<file path="config.mk">
export PLATFORM = sky130hd
export DESIGN_NAME = lcd_text_scheduler
export DESIGN_NICKNAME = d
export VERILOG_FILES = /design/src/rtl/lcd_pkg.sv /design/src/rtl/lcd_frame_buf.sv /design/src/rtl/lcd_text_scheduler.sv
export SDC_FILE = /design/constraint.sdc
export NUM_CORES = 1
export LEC_CHECK = 0
export CAP_MARGIN = 20
export CORE_ASPECT_RATIO = 1.5
export CORE_MARGIN = 4
export CORE_UTILIZATION = 50
export DETAILED_ROUTE_END_ITERATION = 10
export MAX_ROUTING_LAYER = met4
export PLACE_DENSITY = 0.71
export REMOVE_ABC_BUFFERS = 1
export SLEW_MARGIN = 10
export SYNTH_ARGS = -nofsm -noshare
export SYNTH_HDL_FRONTEND = slang
export SYNTH_HIERARCHICAL = 1
export SYNTH_SLANG_ARGS = --single-unit
</file>
<file path="constraint.sdc">
create_clock -name CLK -period 3 [get_ports CLK]
set_clock_uncertainty 0.05 [all_clocks]
set_input_delay 0.6 -clock CLK [delete_from_list [all_inputs] [get_ports CLK]]
set_output_delay 0.6 -clock CLK [all_outputs]
set_load 0.01 [all_outputs]
</file>
<file path="src/rtl/lcd_pkg.sv">
// Shared types and constants for the LCD text scheduler: FSM state encoding,
// HD44780 command constants and nibble delay values derived from the clock.
package lcd_pkg;

  typedef enum logic [2:0] {
    ST_BOOT      = 3'd0,
    ST_WAIT_INIT = 3'd1,
    ST_IDLE      = 3'd2,
    ST_ADDR_HI   = 3'd3,
    ST_ADDR_LO   = 3'd4,
    ST_CHAR_HI   = 3'd5,
    ST_CHAR_LO   = 3'd6
  } sched_state_t;

  localparam int unsigned LCD_FREQ = 50_000_000;
  localparam int unsigned t1_uS    = LCD_FREQ / 1_000_000;
  localparam int unsigned t10us    = 10 * t1_uS;
  localparam int unsigned t53us    = 53 * t1_uS;

  localparam logic [7:0] LCD_SET_DDRAM  = 8'h80;
  localparam logic [6:0] LCD_LINE2_BASE = 7'h40;
  localparam logic [7:0] LCD_BLANK      = 8'h20;
  localparam int unsigned LCD_COLS      = 16;

  // Convert a delay in microseconds to clock cycles for a given clock frequency.
  function automatic logic [20:0] us_to_cycles(input int unsigned freq, input int unsigned us);
    return 21'((freq / 1_000_000) * us);
  endfunction

endpackage

</file>
<file path="src/rtl/lcd_frame_buf.sv">
// 32x8 character frame buffer: line in address bit 4, column in bits 3:0.
// Synchronous write, combinational read, every cell resets to a space.
module lcd_frame_buf
  import lcd_pkg::*;
(
  input  logic       clk,
  input  logic       rst_n,
  input  logic       wr_en,
  input  logic [4:0] wr_addr,
  input  logic [7:0] wr_data,
  input  logic [4:0] rd_addr,
  output logic [7:0] rd_data
);

  logic [7:0] mem [32];

  // Storage cells: blank on reset, host byte written one cycle after the strobe.
  always_ff @(posedge clk or negedge rst_n) begin
    if (!rst_n) begin
      for (int i = 0; i < 32; i++) begin
        mem[i] <= LCD_BLANK;
      end
    end else if (wr_en) begin
      mem[wr_addr] <= wr_data;
    end
  end

  assign rd_data = mem[rd_addr];

endmodule

</file>
<file path="src/rtl/lcd_text_scheduler.sv">
// LCD text scheduler: kicks off the init sequencer, then streams dirty display
// lines (set-DDRAM-address + 16 characters) to the 4-bit transfer engine as
// high/low nibbles. Optional feature macro: LCD_AUTO_REFRESH_EN (periodic
// re-marking of both lines as dirty once the display is ready).
module lcd_text_scheduler
  import lcd_pkg::*;
#(
  parameter int unsigned FREQ           = 50_000_000,
  parameter int unsigned REFRESH_CYCLES = 25_000_000
) (
  input  logic        CLK,
  input  logic        RESET_N,
  input  logic        wr_en,
  input  logic [4:0]  wr_addr,
  input  logic [7:0]  wr_data,
  output logic        start_init,
  input  logic        init_done,
  output logic        cmd_send,
  output logic [3:0]  cmd_nibble,
  output logic        cmd_rs,
  output logic [20:0] cmd_delay,
  output logic        cmd_read_busy,
  input  logic        cmd_done,
  output logic        busy,
  output logic        ready
);

  localparam logic [20:0] DLY_HI = us_to_cycles(FREQ, 10);
  localparam logic [20:0] DLY_LO = us_to_cycles(FREQ, 53);

  sched_state_t state, state_next;
  logic [1:0]  dirty, dirty_set, dirty_clr;
  logic        line, line_next;
  logic [3:0]  idx, idx_next;
  logic [7:0]  char_byte, char_byte_next;
  logic [7:0]  rd_data, addr_byte;
  logic        send_next, rs_next, rb_next, start_next, ready_next, busy_next;
  logic [3:0]  nibble_next;
  logic [20:0] delay_next;
  logic [3:0]  pres_nibble;
  logic        pres_rs, pres_hi;

  lcd_frame_buf u_buf (
    .clk     (CLK),
    .rst_n   (RESET_N),
    .wr_en   (wr_en),
    .wr_addr (wr_addr),
    .wr_data (wr_data),
    .rd_addr ({line, idx}),
    .rd_data (rd_data)
  );

  assign addr_byte = LCD_SET_DDRAM | {1'b0, (line ? LCD_LINE2_BASE : 7'h00)};

`ifdef LCD_AUTO_REFRESH_EN
  logic [31:0] refresh_cnt;
  logic        refresh_wrap;

  assign refresh_wrap = (refresh_cnt == 32'(REFRESH_CYCLES - 1));

  // Free-running refresh period counter.
  always_ff @(posedge CLK or negedge RESET_N) begin
    if (!RESET_N) begin
      refresh_cnt <= 32'd0;
    end else if (refresh_wrap) begin
      refresh_cnt <= 32'd0;
    end else begin
      refresh_cnt <= refresh_cnt + 32'd1;
    end
  end

  // Lines marked dirty by host writes and by the periodic refresh.
  always_comb begin
    dirty_set = 2'b00;
    if (wr_en) begin
      dirty_set[wr_addr[4]] = 1'b1;
    end else begin
      dirty_set = 2'b00;
    end
    if (refresh_wrap && ready) begin
      dirty_set = 2'b11;
    end else begin
      dirty_set = dirty_set;
    end
  end
`else
  // Lines marked dirty by host writes.
  always_comb begin
    dirty_set = 2'b00;
    if (wr_en) begin
      dirty_set[wr_addr[4]] = 1'b1;
    end else begin
      dirty_set = 2'b00;
    end
  end
`endif

  // Nibble fields each send state presents to the transfer engine.
  always_comb begin
    pres_nibble = 4'h0;
    pres_rs     = 1'b0;
    pres_hi     = 1'b0;
    case (state)
      ST_ADDR_HI: begin pres_nibble = addr_byte[7:4]; pres_rs = 1'b0; pres_hi = 1'b1; end
      ST_ADDR_LO: begin pres_nibble = addr_byte[3:0]; pres_rs = 1'b0; pres_hi = 1'b0; end
      ST_CHAR_HI: begin pres_nibble = rd_data[7:4];   pres_rs = 1'b1; pres_hi = 1'b1; end
      ST_CHAR_LO: begin pres_nibble = char_byte[3:0]; pres_rs = 1'b1; pres_hi = 1'b0; end
      default:    begin pres_nibble = 4'h0;           pres_rs = 1'b0; pres_hi = 1'b0; end
    endcase
  end

  // Next-state and next-output logic; a send state first presents its nibble,
  // then waits for cmd_done, drops cmd_send for one cycle and moves on.
  always_comb begin
    state_next     = state;
    send_next      = cmd_send;
    nibble_next    = cmd_nibble;
    rs_next        = cmd_rs;
    delay_next     = cmd_delay;
    rb_next        = cmd_read_busy;
    start_next     = 1'b0;
    ready_next     = ready;
    line_next      = line;
    idx_next       = idx;
    char_byte_next = char_byte;
    dirty_clr      = 2'b00;
    case (state)
      ST_BOOT: begin
        state_next = ST_WAIT_INIT;
        start_next = 1'b1;
      end
      ST_WAIT_INIT: begin
        if (init_done) begin
          state_next = ST_IDLE;
          ready_next = 1'b1;
        end else begin
          state_next = ST_WAIT_INIT;
        end
      end
      ST_IDLE: begin
        if (dirty[0]) begin
          line_next  = 1'b0;
          dirty_clr  = 2'b01;
          idx_next   = 4'd0;
          state_next = ST_ADDR_HI;
        end else if (dirty[1]) begin
          line_next  = 1'b1;
          dirty_clr  = 2'b10;
          idx_next   = 4'd0;
          state_next = ST_ADDR_HI;
        end else begin
          state_next = ST_IDLE;
        end
      end
      ST_ADDR_HI, ST_ADDR_LO, ST_CHAR_HI, ST_CHAR_LO: begin
        if (!cmd_send) begin
          send_next   = 1'b1;
          nibble_next = pres_nibble;
          rs_next     = pres_rs;
          delay_next  = pres_hi ? DLY_HI : DLY_LO;
          rb_next     = ~pres_hi;
          if (state == ST_CHAR_HI) begin
            char_byte_next = rd_data;
          end else begin
            char_byte_next = char_byte;
          end
        end else if (cmd_done) begin
          send_next = 1'b0;
          case (state)
            ST_ADDR_HI: state_next = ST_ADDR_LO;
            ST_ADDR_LO: state_next = ST_CHAR_HI;
            ST_CHAR_HI: state_next = ST_CHAR_LO;
            ST_CHAR_LO: begin
              if (idx == 4'(LCD_COLS - 1)) begin
                state_next = ST_IDLE;
              end else begin
                idx_next   = idx + 4'd1;
                state_next = ST_CHAR_HI;
              end
            end
            default: state_next = ST_IDLE;
          endcase
        end else begin
          send_next = 1'b1;
        end
      end
      default: begin
        state_next = ST_BOOT;
        send_next  = 1'b0;
      end
    endcase
    busy_next = (state_next != ST_IDLE);
  end

  // State, dirty flags and registered outputs; reset aborts any transfer.
  always_ff @(posedge CLK or negedge RESET_N) begin
    if (!RESET_N) begin
      state         <= ST_BOOT;
      dirty         <= 2'b11;
      line          <= 1'b0;
      idx           <= 4'd0;
      char_byte     <= 8'h00;
      start_init    <= 1'b0;
      cmd_send      <= 1'b0;
      cmd_nibble    <= 4'h0;
      cmd_rs        <= 1'b0;
      cmd_delay     <= 21'd0;
      cmd_read_busy <= 1'b0;
      busy          <= 1'b0;
      ready         <= 1'b0;
    end else begin
      state         <= state_next;
      dirty         <= (dirty & ~dirty_clr) | dirty_set;
      line          <= line_next;
      idx           <= idx_next;
      char_byte     <= char_byte_next;
      start_init    <= start_next;
      cmd_send      <= send_next;
      cmd_nibble    <= nibble_next;
      cmd_rs        <= rs_next;
      cmd_delay     <= delay_next;
      cmd_read_busy <= rb_next;
      busy          <= busy_next;
      ready         <= ready_next;
    end
  end

endmodule
</file>
==> metrics.cfg <==
[routing]
met1_length_mm=12.5
drt_pass1_iterations=4
antenna_left=0
wl_met3_mm=1.17
routed.top_layer=met4
drt_iter0_markers=476
via_per_inst=5.95
drc_errors=0
routedWlPerCell_um=23.1
num_vias=7539
finalWirelength_mm=29.2
met2_wirelength_mm=14.7

[power_and_ir_drop]
power_leakage_nw=6.40
ir_drop_v=0.000517
cellPowerDensity_nw_per_um2=781
fin_total_pwr_mw=11.7

[run_status]
status=finished clean

[global_route]
grtUsageTotal_pct=21.1
grt_max_degree=67
grt_remaining_overflow=0
grt_pass1_vias=8013
grt_pass1_wl_mm=46.9
antenna_found_initial=0

[synth]
synth.avg_cell_area_um2=15.3
synthCells=865
yosysTopAreaCell=dfrtp_1
synth_flop_cell=dfrtp_1
async_flop_share_pct=100
synth_cell_types=51
ys_ff_latch=282
synth.most_common_cell=mux2_2
ys_warn_count=6
ys_seq_area_share_pct=53.7
synth_top_area_share_pct=47.0
synth.cells.most_frequent=mux2_2 (268), dfrtp_1 (248), mux4_2 (80)
syn-cell-area_um2=13200
synth-edff-count=0
yosys-top-cells-area=dfrtp_1 (47%), mux2_2 (23%), mux4_2 (14%), dfstp_2 (6.8%), buf_4 (1.6%)

[job]
drv_cap=0

[hold_path]
worstHoldPathType=flip-flop to flip-flop

[worst_setup_path]
criticalPathCategory=flip-flop to flip-flop
critPathMaxFanout=20
start_kind=flip-flop
required_ps=3370
arrival_ps=3120
end_kind=flip-flop

[clock_network]
clock_path_buffers=3
clk_pin_slew_ps=70
cts_buffers=27
cts_tree=done
htreeDepth=1
clockRootBuffer=clkbuf_16
post_cts_buffers=0
clock-sinks=282
clk_latency_ps=540

[floorplan]
coreArea_um2=25900
std_cell_rows=72
die_h_um=207
die_w_um=141
start_util_pct=50.9
io_pins=49
die_area_um2=29100

[timing]
setup_viol=0
slew_viol_final=0
hold-worst-slack_ps=416
slew_headroom_pct=50.3
rsz0062_at_grt=no
hold_viol_final=0
fin_crit_sh_pct=91.7
fmax_mhz=363
min_period_ps=2750
worstMarginPinSlew_ps=745

[placement]
portBuffers=37
place_congestion=0.851
dp_hpwl_mm=19.6
place_area_um2=14100

[final_layout]
nets=933
drive_gt1_share_pct=52.2
nFillCells=2049
n_antenna_cell=0
fin_util_pct=57.7
layout.cell_area.non_filler_um2=15000
syn_to_final_growth_pct=13.4

cells by family (layout without fill, tap and decap cells):
logic type                 after synthesis  after routing  share of synthesized area [%]
DFF                                    282            282                           53.7
adders and majority gates                1              1                         0.0947
AOI/OAI and AO/OA                       53             53                           2.57
buffers and inverters                   85            145                           3.37
and+or+nand+nor                         94             94                           3.67
muxes                                  348            348                           36.5
xor gates and xnor gates                 1              1                         0.0663
other                                    1             11                         0.0284
cells in the final DEF (no fill, tap or decap), types with 3 or more instances in the layout:
cell             count
mux2_2             268
dfrtp_1            246
mux4_2              80
buf_4               42
clkdlybuf4s50_1     36
dfstp_2             34
clkbuf_16           27
nand2_1             26
nor2_1              21
o21ai_0             15
a21oi_1             13
conb_1              11
nand3_1              9
buf_12               9
clkbuf_1             7
clkinv_2             7
nand3b_1             6
clkbuf_8             6
inv_1                5
and3_1               4
a22o_1               4
nor3b_1              4
nor2_2               4
nor3_1               3
nand2b_1             3
o22a_1               3
o22ai_1              3
o31ai_1              3
layout make-up:
cell class,count,area (um^2),area share (%)
Inverter,6,22.5,0.150
Tap cell,333,417,2.78
Timing Repair Buffer,89,881,5.88
Clock buffer,40,785,5.24
Multi-Input combinational cell,508,5710,38.1
Sequential cell,282,7100,47.4
Clock inverter,10,62.6,0.418
final timing paths:
path | slack [ps] | from | cells past startpoint | end
setup / recovery | 250 | idx[1] | 7 | cmd_nibble[1]
hold / removal | 420 | ready | 1 | ready
setup reg to reg | 250 | idx[1] | 7 | cmd_nibble[1]
hold reg to reg | 420 | ready | 1 | ready
max in group asynchronous | 1550 | RESET_N | 3 | u_buf/mem[157]
min in group asynchronous | 560 | RESET_N | 2 | u_buf/mem[89]
report_power, final:
part           internal, mW  leakage, nW  total [mW]  switching, mW
clock                  1.82        0.422        3.25           1.43
sequential             4.69         3.51        5.26          0.578
combinational          1.80         2.47        3.18           1.38
sequential cells by signal (all words and copies together) (netlist names):
signal	cells
cmd_send	1
idx	4
dirty	2
start_init	1
cmd_nibble	4
cmd_delay	3
ready	1
cmd_rs	1
state	3
busy	1
u_buf/mem	256
char_byte	4
line	1
stage by stage:
stage	worst slack, ps	TNS [ps]	std cells
after floorplan	-1560	-17820	796
after global placement	262	0	1217
final	248	0	1268
after global routing	124	0	1268
after detailed placement	240	0	1217
after CTS	247	0	1268
layer usage:
| metal | track usage, % | vias up |
|---|---|---|
| li1 | - | 3297 |
| met1 | 28.3 | 4021 |
| met2 | 34.0 | 171 |
| met3 | 2.38 | 50 |
| met4 | 6.59 | 0 |
| met5 | - | - |
worst max-delay path, cell delays in order (launching register included):
cell	delay [ps]
dfrtp_4	550
buf_12	240
mux4_2	530
mux4_2	540
mux2_2	280
a22o_1	190
a32oi_1	130
o21ai_0	100
repair_timing:
item / CTS / global route
resized for setup: 0 / 0
hold endpoints to repair: 52 / 0
endpoints found under the setup margin: 0 / 0
hold buffers: 1 / 0
Note: power is estimated with default switching activity, not from simulation.
